--- src/rtl/alu_pkg.sv ---
`default_nettype none
// +----------------------------------------------------------------------+
// | alu_pkg : opcodes, FSM states and the flag bundle for alu_pipe       |
// | Revision: 1.0                                                        |
// +----------------------------------------------------------------------+
package alu_pkg;

    localparam int OP_ZERO = 0;
    localparam int OP_ADD  = 1;
    localparam int OP_SUB  = 2;
    localparam int OP_AND  = 3;
    localparam int OP_OR   = 4;
    localparam int OP_XOR  = 5;
    localparam int OP_NOR  = 6;
    localparam int OP_SLT  = 7;
    localparam int OP_SLTU = 8;
    localparam int OP_SLL  = 9;
    localparam int OP_SRL  = 10;
    localparam int OP_SRA  = 11;
    localparam int OP_MUL  = 12;

    typedef enum logic [0:0] {
        ST_IDLE = 1'b0,
        ST_MUL  = 1'b1
    } state_t;

    typedef struct packed {
        logic zero;
        logic neg;
        logic carry;
        logic ovf;
        logic illegal;
    } alu_flags_t;

endpackage
`default_nettype wire

--- src/rtl/alu_mul_iter.sv ---
`default_nettype none
// +----------------------------------------------------------------------+
// | alu_mul_iter : iterative unsigned shift-add multiplier, 1 bit/cycle  |
// | Revision: 1.0                                                        |
// +----------------------------------------------------------------------+
module alu_mul_iter #(
    parameter int WIDTH = 32
) (
    input  logic               clk,
    input  logic               rst,
    input  logic               start_i,
    input  logic [WIDTH-1:0]   a_i,
    input  logic [WIDTH-1:0]   b_i,
    output logic               done_o,
    output logic [2*WIDTH-1:0] product_o
);

    localparam int CNT_W = $clog2(WIDTH) + 1;

    logic [2*WIDTH-1:0] mcand_q;
    logic [WIDTH-1:0]   mplier_q;
    logic [2*WIDTH-1:0] acc_q;
    logic [CNT_W-1:0]   cnt_q;
    logic               run_q;

    // Once all steps are done the product is held until the next start.
    always_ff @(posedge clk or posedge rst) begin
        if (rst) begin
            mcand_q  <= '0;
            mplier_q <= '0;
            acc_q    <= '0;
            cnt_q    <= '0;
            run_q    <= 1'b0;
        end else if (start_i) begin
            mcand_q  <= {{WIDTH{1'b0}}, a_i};
            mplier_q <= b_i;
            acc_q    <= '0;
            cnt_q    <= '0;
            run_q    <= 1'b1;
        end else if (run_q && (cnt_q != CNT_W'(WIDTH))) begin
            if (mplier_q[0]) begin
                acc_q <= acc_q + mcand_q;
            end
            mcand_q  <= mcand_q << 1;
            mplier_q <= mplier_q >> 1;
            cnt_q    <= cnt_q + CNT_W'(1);
        end
    end

    assign done_o    = run_q && (cnt_q == CNT_W'(WIDTH));
    assign product_o = acc_q;

endmodule
`default_nettype wire

--- src/rtl/alu_pipe.sv ---
`default_nettype none
// +----------------------------------------------------------------------+
// | alu_pipe : registered ALU with valid/ready handshake and iterative   |
// |            multiply; one result per clock for single-cycle ops.      |
// | Revision: 1.0                                                        |
// +----------------------------------------------------------------------+
module alu_pipe
    import alu_pkg::*;
#(
    parameter int WIDTH = 32,
    parameter int OP_W  = 5
) (
    input  logic             clk,
    input  logic             rst,
    input  logic             in_valid,
    output logic             in_ready,
    input  logic [WIDTH-1:0] in_a,
    input  logic [WIDTH-1:0] in_b,
    input  logic [OP_W-1:0]  in_op,
    output logic             out_valid,
    input  logic             out_ready,
    output logic [WIDTH-1:0] out_result,
    output logic             out_zero,
    output logic             out_neg,
    output logic             out_carry,
    output logic             out_ovf,
    output logic             out_illegal,
    output logic             busy
);

    localparam int SH_W = $clog2(WIDTH);

    state_t             state_q;
    logic [WIDTH-1:0]   result_q;
    alu_flags_t         flags_q;
    logic               valid_q;
    logic               busy_q;

    logic               accept;
    logic               is_mul;
    logic               mul_start;
    logic               mul_done;
    logic [2*WIDTH-1:0] mul_product;

    logic [WIDTH:0]         add_sum;
    logic [WIDTH:0]         sub_diff;
    logic [SH_W-1:0]        shamt;
    logic signed [WIDTH-1:0] a_signed;
    logic signed [WIDTH-1:0] b_signed;
    logic [WIDTH-1:0]       alu_result_d;
    alu_flags_t             alu_flags_d;
    logic [WIDTH-1:0]       mul_result_d;
    alu_flags_t             mul_flags_d;

    assign in_ready  = (state_q == ST_IDLE) && (!valid_q || out_ready);
    assign accept    = in_valid && in_ready;
    assign is_mul    = (in_op == OP_W'(OP_MUL));
    assign mul_start = accept && is_mul;

    assign add_sum  = {1'b0, in_a} + {1'b0, in_b};
    assign sub_diff = {1'b0, in_a} + {1'b0, ~in_b} + {{WIDTH{1'b0}}, 1'b1};
    assign shamt    = in_b[SH_W-1:0];
    assign a_signed = in_a;
    assign b_signed = in_b;

    always_comb begin
        alu_result_d        = '0;
        alu_flags_d         = '0;
        case (in_op)
            OP_W'(OP_ZERO): alu_result_d = '0;
            OP_W'(OP_ADD): begin
                alu_result_d      = add_sum[WIDTH-1:0];
                alu_flags_d.carry = add_sum[WIDTH];
                alu_flags_d.ovf   = (in_a[WIDTH-1] == in_b[WIDTH-1]) &&
                                    (add_sum[WIDTH-1] != in_a[WIDTH-1]);
            end
            OP_W'(OP_SUB): begin
                alu_result_d      = sub_diff[WIDTH-1:0];
                alu_flags_d.carry = sub_diff[WIDTH];
                alu_flags_d.ovf   = (in_a[WIDTH-1] != in_b[WIDTH-1]) &&
                                    (sub_diff[WIDTH-1] != in_a[WIDTH-1]);
            end
            OP_W'(OP_AND):  alu_result_d = in_a & in_b;
            OP_W'(OP_OR):   alu_result_d = in_a | in_b;
            OP_W'(OP_XOR):  alu_result_d = in_a ^ in_b;
            OP_W'(OP_NOR):  alu_result_d = ~(in_a | in_b);
            OP_W'(OP_SLT):  alu_result_d = {{(WIDTH-1){1'b0}}, (a_signed < b_signed)};
            OP_W'(OP_SLTU): alu_result_d = {{(WIDTH-1){1'b0}}, (in_a < in_b)};
            OP_W'(OP_SLL):  alu_result_d = in_a << shamt;
            OP_W'(OP_SRL):  alu_result_d = in_a >> shamt;
            OP_W'(OP_SRA):  alu_result_d = a_signed >>> shamt;
            // MUL results come from the iterative unit, not this path.
            OP_W'(OP_MUL):  alu_result_d = '0;
            default:        alu_flags_d.illegal = 1'b1;
        endcase
        alu_flags_d.zero = (alu_result_d == '0);
        alu_flags_d.neg  = alu_result_d[WIDTH-1];
    end

    always_comb begin
        mul_result_d        = mul_product[WIDTH-1:0];
        mul_flags_d         = '0;
        mul_flags_d.zero    = (mul_result_d == '0);
        mul_flags_d.neg     = mul_result_d[WIDTH-1];
        mul_flags_d.ovf     = |mul_product[2*WIDTH-1:WIDTH];
    end

    alu_mul_iter #(
        .WIDTH (WIDTH)
    ) u_mul (
        .clk       (clk),
        .rst       (rst),
        .start_i   (mul_start),
        .a_i       (in_a),
        .b_i       (in_b),
        .done_o    (mul_done),
        .product_o (mul_product)
    );

    always_ff @(posedge clk or posedge rst) begin
        if (rst) begin
            state_q  <= ST_IDLE;
            result_q <= '0;
            flags_q  <= '0;
            valid_q  <= 1'b0;
            busy_q   <= 1'b0;
        end else begin
            case (state_q)
                ST_IDLE: begin
                    if (accept && !is_mul) begin
                        result_q <= alu_result_d;
                        flags_q  <= alu_flags_d;
                        valid_q  <= 1'b1;
                    end else begin
                        valid_q <= valid_q && !out_ready;
                        if (accept) begin
                            state_q <= ST_MUL;
                            busy_q  <= 1'b1;
                        end
                    end
                end
                ST_MUL: begin
                    if (mul_done && !(valid_q && !out_ready)) begin
                        result_q <= mul_result_d;
                        flags_q  <= mul_flags_d;
                        valid_q  <= 1'b1;
                        busy_q   <= 1'b0;
                        state_q  <= ST_IDLE;
                    end else begin
                        valid_q <= valid_q && !out_ready;
                    end
                end
                default: state_q <= ST_IDLE;
            endcase
        end
    end

    assign out_valid   = valid_q;
    assign out_result  = result_q;
    assign out_zero    = flags_q.zero;
    assign out_neg     = flags_q.neg;
    assign out_carry   = flags_q.carry;
    assign out_ovf     = flags_q.ovf;
    assign out_illegal = flags_q.illegal;
    assign busy        = busy_q;

endmodule
`default_nettype wire

--- config.mk ---
export PLATFORM = sky130hd
export DESIGN_NAME = alu_pipe
export DESIGN_NICKNAME = d
export VERILOG_FILES = /design/src/rtl/alu_pkg.sv /design/src/rtl/alu_mul_iter.sv /design/src/rtl/alu_pipe.sv
export SDC_FILE = /design/constraint.sdc
export NUM_CORES = 1
export LEC_CHECK = 0
export CAP_MARGIN = 20
export CORE_UTILIZATION = 45
export DETAILED_ROUTE_END_ITERATION = 16
export PLACE_DENSITY = 0.64
export SLEW_MARGIN = 20
export SYNTH_ARGS = -nofsm -noshare
export SYNTH_HDL_FRONTEND = slang
export SYNTH_SLANG_ARGS = --single-unit
--- constraint.sdc ---
create_clock -name clk -period 17.9 [get_ports clk]
set_input_delay 2.685 -clock clk [delete_from_list [all_inputs] [get_ports clk]]
set_output_delay 2.685 -clock clk [all_outputs]
set_load 0.03 [all_outputs]
==> impl_metrics.py <==
metrics = {
    "status": {
        "outcome": "finished clean",
    },
    "clock_tree": {
        "clock_path_buffers": 3,
        "cts_max_level": 1,
        "clock_sinks": 206,
        "cts_tree": "done",
        "cts.repair.resized": 0,
        "numCtsBuffers": 27,
        "post_cts_buffers": 0,
        "clk_pin_slew_ns": 0.06,
        "cts_root_buf": "clkbuf_16",
        "postCtsHoldBufs": 0,
        "clk_latency_ns": 0.60,
    },
    "grt": {
        "grt_usage_pct": 37.5,
        "grt_max_degree": 88,
        "grt_pass1_wl_um": 140000,
        "antenna_found_initial": 0,
        "grt_pass1_vias": 21800,
        "grt-ovfl-total": 0,
    },
    "final_layout": {
        "n_antenna_cell": 0,
        "drive_gt1_share_pct": 6.68,
        "areaGrowthSynthToFinish_pct": 11.3,
        "finalNetCount": 3098,
        "fin_area_sq_mm": 0.0241,
        "final_cells": 3480,
    },
    "logic_synthesis": {
        "yosys.area_share.simple_pct": 21.7,
        "synth_ff_type": "dfrtp_1",
        "ys_ff_latch": 206,
        "syn-cell-area_sq_mm": 0.0216,
        "synthAdderAreaFrac_pct": 10.1,
        "synth.distinct_cells": 94,
        "synth-edff-count": 0,
        "postSynthCellCount": 2857,
        "synth_top_family_by_area": "compound AO/OA/AOI/OAI gates",
        "yosysSeqAreaShare_pct": 23.9,
        "syn_avg_cell_area_sq_um": 7.57,
        "async_flop_share_pct": 100,
        "yosys_warnings": 0,
        "synth_compound_area_share_pct": 27.5,
        "synthMuxAreaShare_pct": 8.28,
        "synth-xor-area-share_pct": 3.20,
        "syn_nets": 3102,
    },
    "sta": {
        "fin_crit_sh_pct": 44.3,
        "tightest_slew_ns": 1.16,
        "slew-limit-headroom_pct": 22.5,
        "rsz0062_at_grt": "no",
        "clock.fmax_ghz": 0.126,
        "slew_viol_final": 0,
        "layout_setup_ws_ns": 9.97,
        "hold_violations": 0,
        "final.setup.tns_ns": 0,
        "clock-skew-final_ns": 0.0327,
        "fin_crit_ns": 7.93,
        "setup_viol": 0,
    },
    "power": {
        "cellPowerDensity_mw_per_mm2": 57.7,
        "p_leak_uw": 0.0100,
        "fin_total_pwr_uw": 1390,
        "vdd_drop_max_uv": 71.2,
    },
    "placement": {
        "gp_congestion": 1.10,
        "post_dp_cell_area_sq_mm": 0.0231,
        "pre_cts_ws_ns": 9.51,
        "dp.cells": 3431,
        "hpwl_um": 70400,
        "io_buffers": 112,
    },
    "critical_path": {
        "cp.required_ns": 18.39,
        "start_kind": "input port",
        "crit_path_end_kind": "register",
        "arrival_ns": 8.42,
        "worst-setup-path-type": "in -> reg",
        "path_max_fanout": 30,
    },
    "routing": {
        "vias_per_cell": 6.73,
        "ant_nets": 0,
        "dr_total_vias": 23400,
        "wl_per_cell_um": 27.1,
        "drc": 0,
        "met1_length_um": 38000,
        "drt-initial-drc-count": 3138,
        "drt-pass1-iter-count": 9,
        "top_layer_used": "met4",
        "wl_met2_um": 41100,
        "route.met3.wl_um": 8800,
        "wirelength_um": 94200,
    },
    "floorplanning": {
        "dieWidth_um": 221,
        "initial_core_util_pct": 46.0,
        "die_y_um": 221,
        "io_pins": 113,
        "die_area_sq_mm": 0.0489,
        "core_sq_mm": 0.0470,
        "rows": 79,
    },
    "job": {
        "cap_violations": 0,
    },
    "hold_path": {
        "hold_class": "reg -> reg",
    },
}
## final timing paths
kind                                       end  slack, ns  depth (start not counted)                from
setup reg to reg           u_mul.product_o[62]      12.88                         15  u_mul.product_o[0]
setup / recovery                      out_zero       9.97                         16             in_b[4]
max in group asynchronous    u_mul.mplier_q[7]      13.92                          3                 rst
hold reg to reg                 out_result[15]       0.48                          2      out_result[15]
min in group asynchronous    u_mul.mcand_q[40]       2.55                          2                 rst
hold / removal                  out_result[15]       0.48                          2      out_result[15]
## cells by family after synthesis
| family | Yosys count |
|---|---|
| compound gates | 901 |
| xor+xnor | 79 |
| fa+ha+maj | 172 |
| buf+inv | 303 |
| flops | 206 |
| mux | 140 |
| simple gates | 1056 |
## report_power, final
group	switching, uW	leakage (uW)	internal, uW
clock network	232	0.000459	340
registers	0.000159	0.00205	466
logic	234	0.00750	115
## stage by stage
stage                     utilization (%)  hold WS, ns
after floorplan                         -        0.450
after global placement               49.3        0.463
after detailed placement             49.3        0.470
after CTS                            51.2        0.485
after global routing                 51.2        0.519
final                                51.2        0.479
## flip-flops by register name, indices dropped and copies added, names as in the netlist
name / count
busy: 1
out_carry: 1
u_mul.mcand_q: 64
u_mul.product_o: 64
out_ovf: 1
state_q: 1
out_zero: 1
out_valid: 1
u_mul.cnt_q: 6
out_result: 32
u_mul.run_q: 1
out_illegal: 1
u_mul.mplier_q: 32
## synthesized netlist by cell type, types with 60 or more instances
library cell	instances	share of area [%]
nor3_1	69	1.6
ha_1	169	9.8
a31oi_1	88	2.5
nand3_1	60	1.4
clkbuf_1	152	2.6
mux2i_1	88	4.1
inv_1	108	1.9
dfrtp_1	206	24
nand2_1	490	8.5
o21ai_0	148	3.4
a21oi_1	257	6.0
nor2_1	239	4.2
## layout make-up
| cell class | count | area (sq um) |
|---|---|---|
| Clock buffer | 40 | 805 |
| Clock inverter | 9 | 121 |
| Fill cell | 4620 | 22900 |
| Inverter | 113 | 432 |
| Multi-Input combinational cell | 2348 | 15300 |
| Sequential cell | 206 | 5150 |
| Tap cell | 607 | 759 |
| Timing Repair Buffer | 157 | 1450 |
## worst max-delay path: stages
cell	delay, ns
clkdlybuf4s50_1	0.46
buf_4	0.34
clkinv_1	0.55
ha_1	0.66
nor2_1	0.11
a211o_1	0.34
o31a_1	0.36
o2111ai_1	0.40
nand2_1	0.12
a221oi_1	0.31
o221ai_1	0.24
or4_1	0.59
or4_1	0.55
nor4_2	0.23
nand4_1	0.13
o41ai_2	0.32
## metal layers
| metal | vias up | global-route usage (%) |
|---|---|---|
| li1 | 10400 | - |
| met1 | 11300 | 49.5 |
| met2 | 1372 | 57.4 |
| met3 | 324 | 7.10 |
| met4 | 0 | 21.3 |
| met5 | - | 0 |
## cells in the final DEF, fill, tap and decap left out, drive strengths merged, types with 48 or more instances in the layout
cell | Yosys | final
ha | 169 | 169
a21o | 51 | 51
nand2 | 490 | 490
clkdlybuf4s50 | 0 | 109
buf | 37 | 48
nor2 | 239 | 239
nor3 | 69 | 69
mux2i | 88 | 88
nand3 | 60 | 60
o21ai | 150 | 150
inv | 111 | 112
a21oi | 257 | 257
dfrtp | 206 | 206
a31oi | 88 | 88
Note: power is estimated with default switching activity, not from simulation.
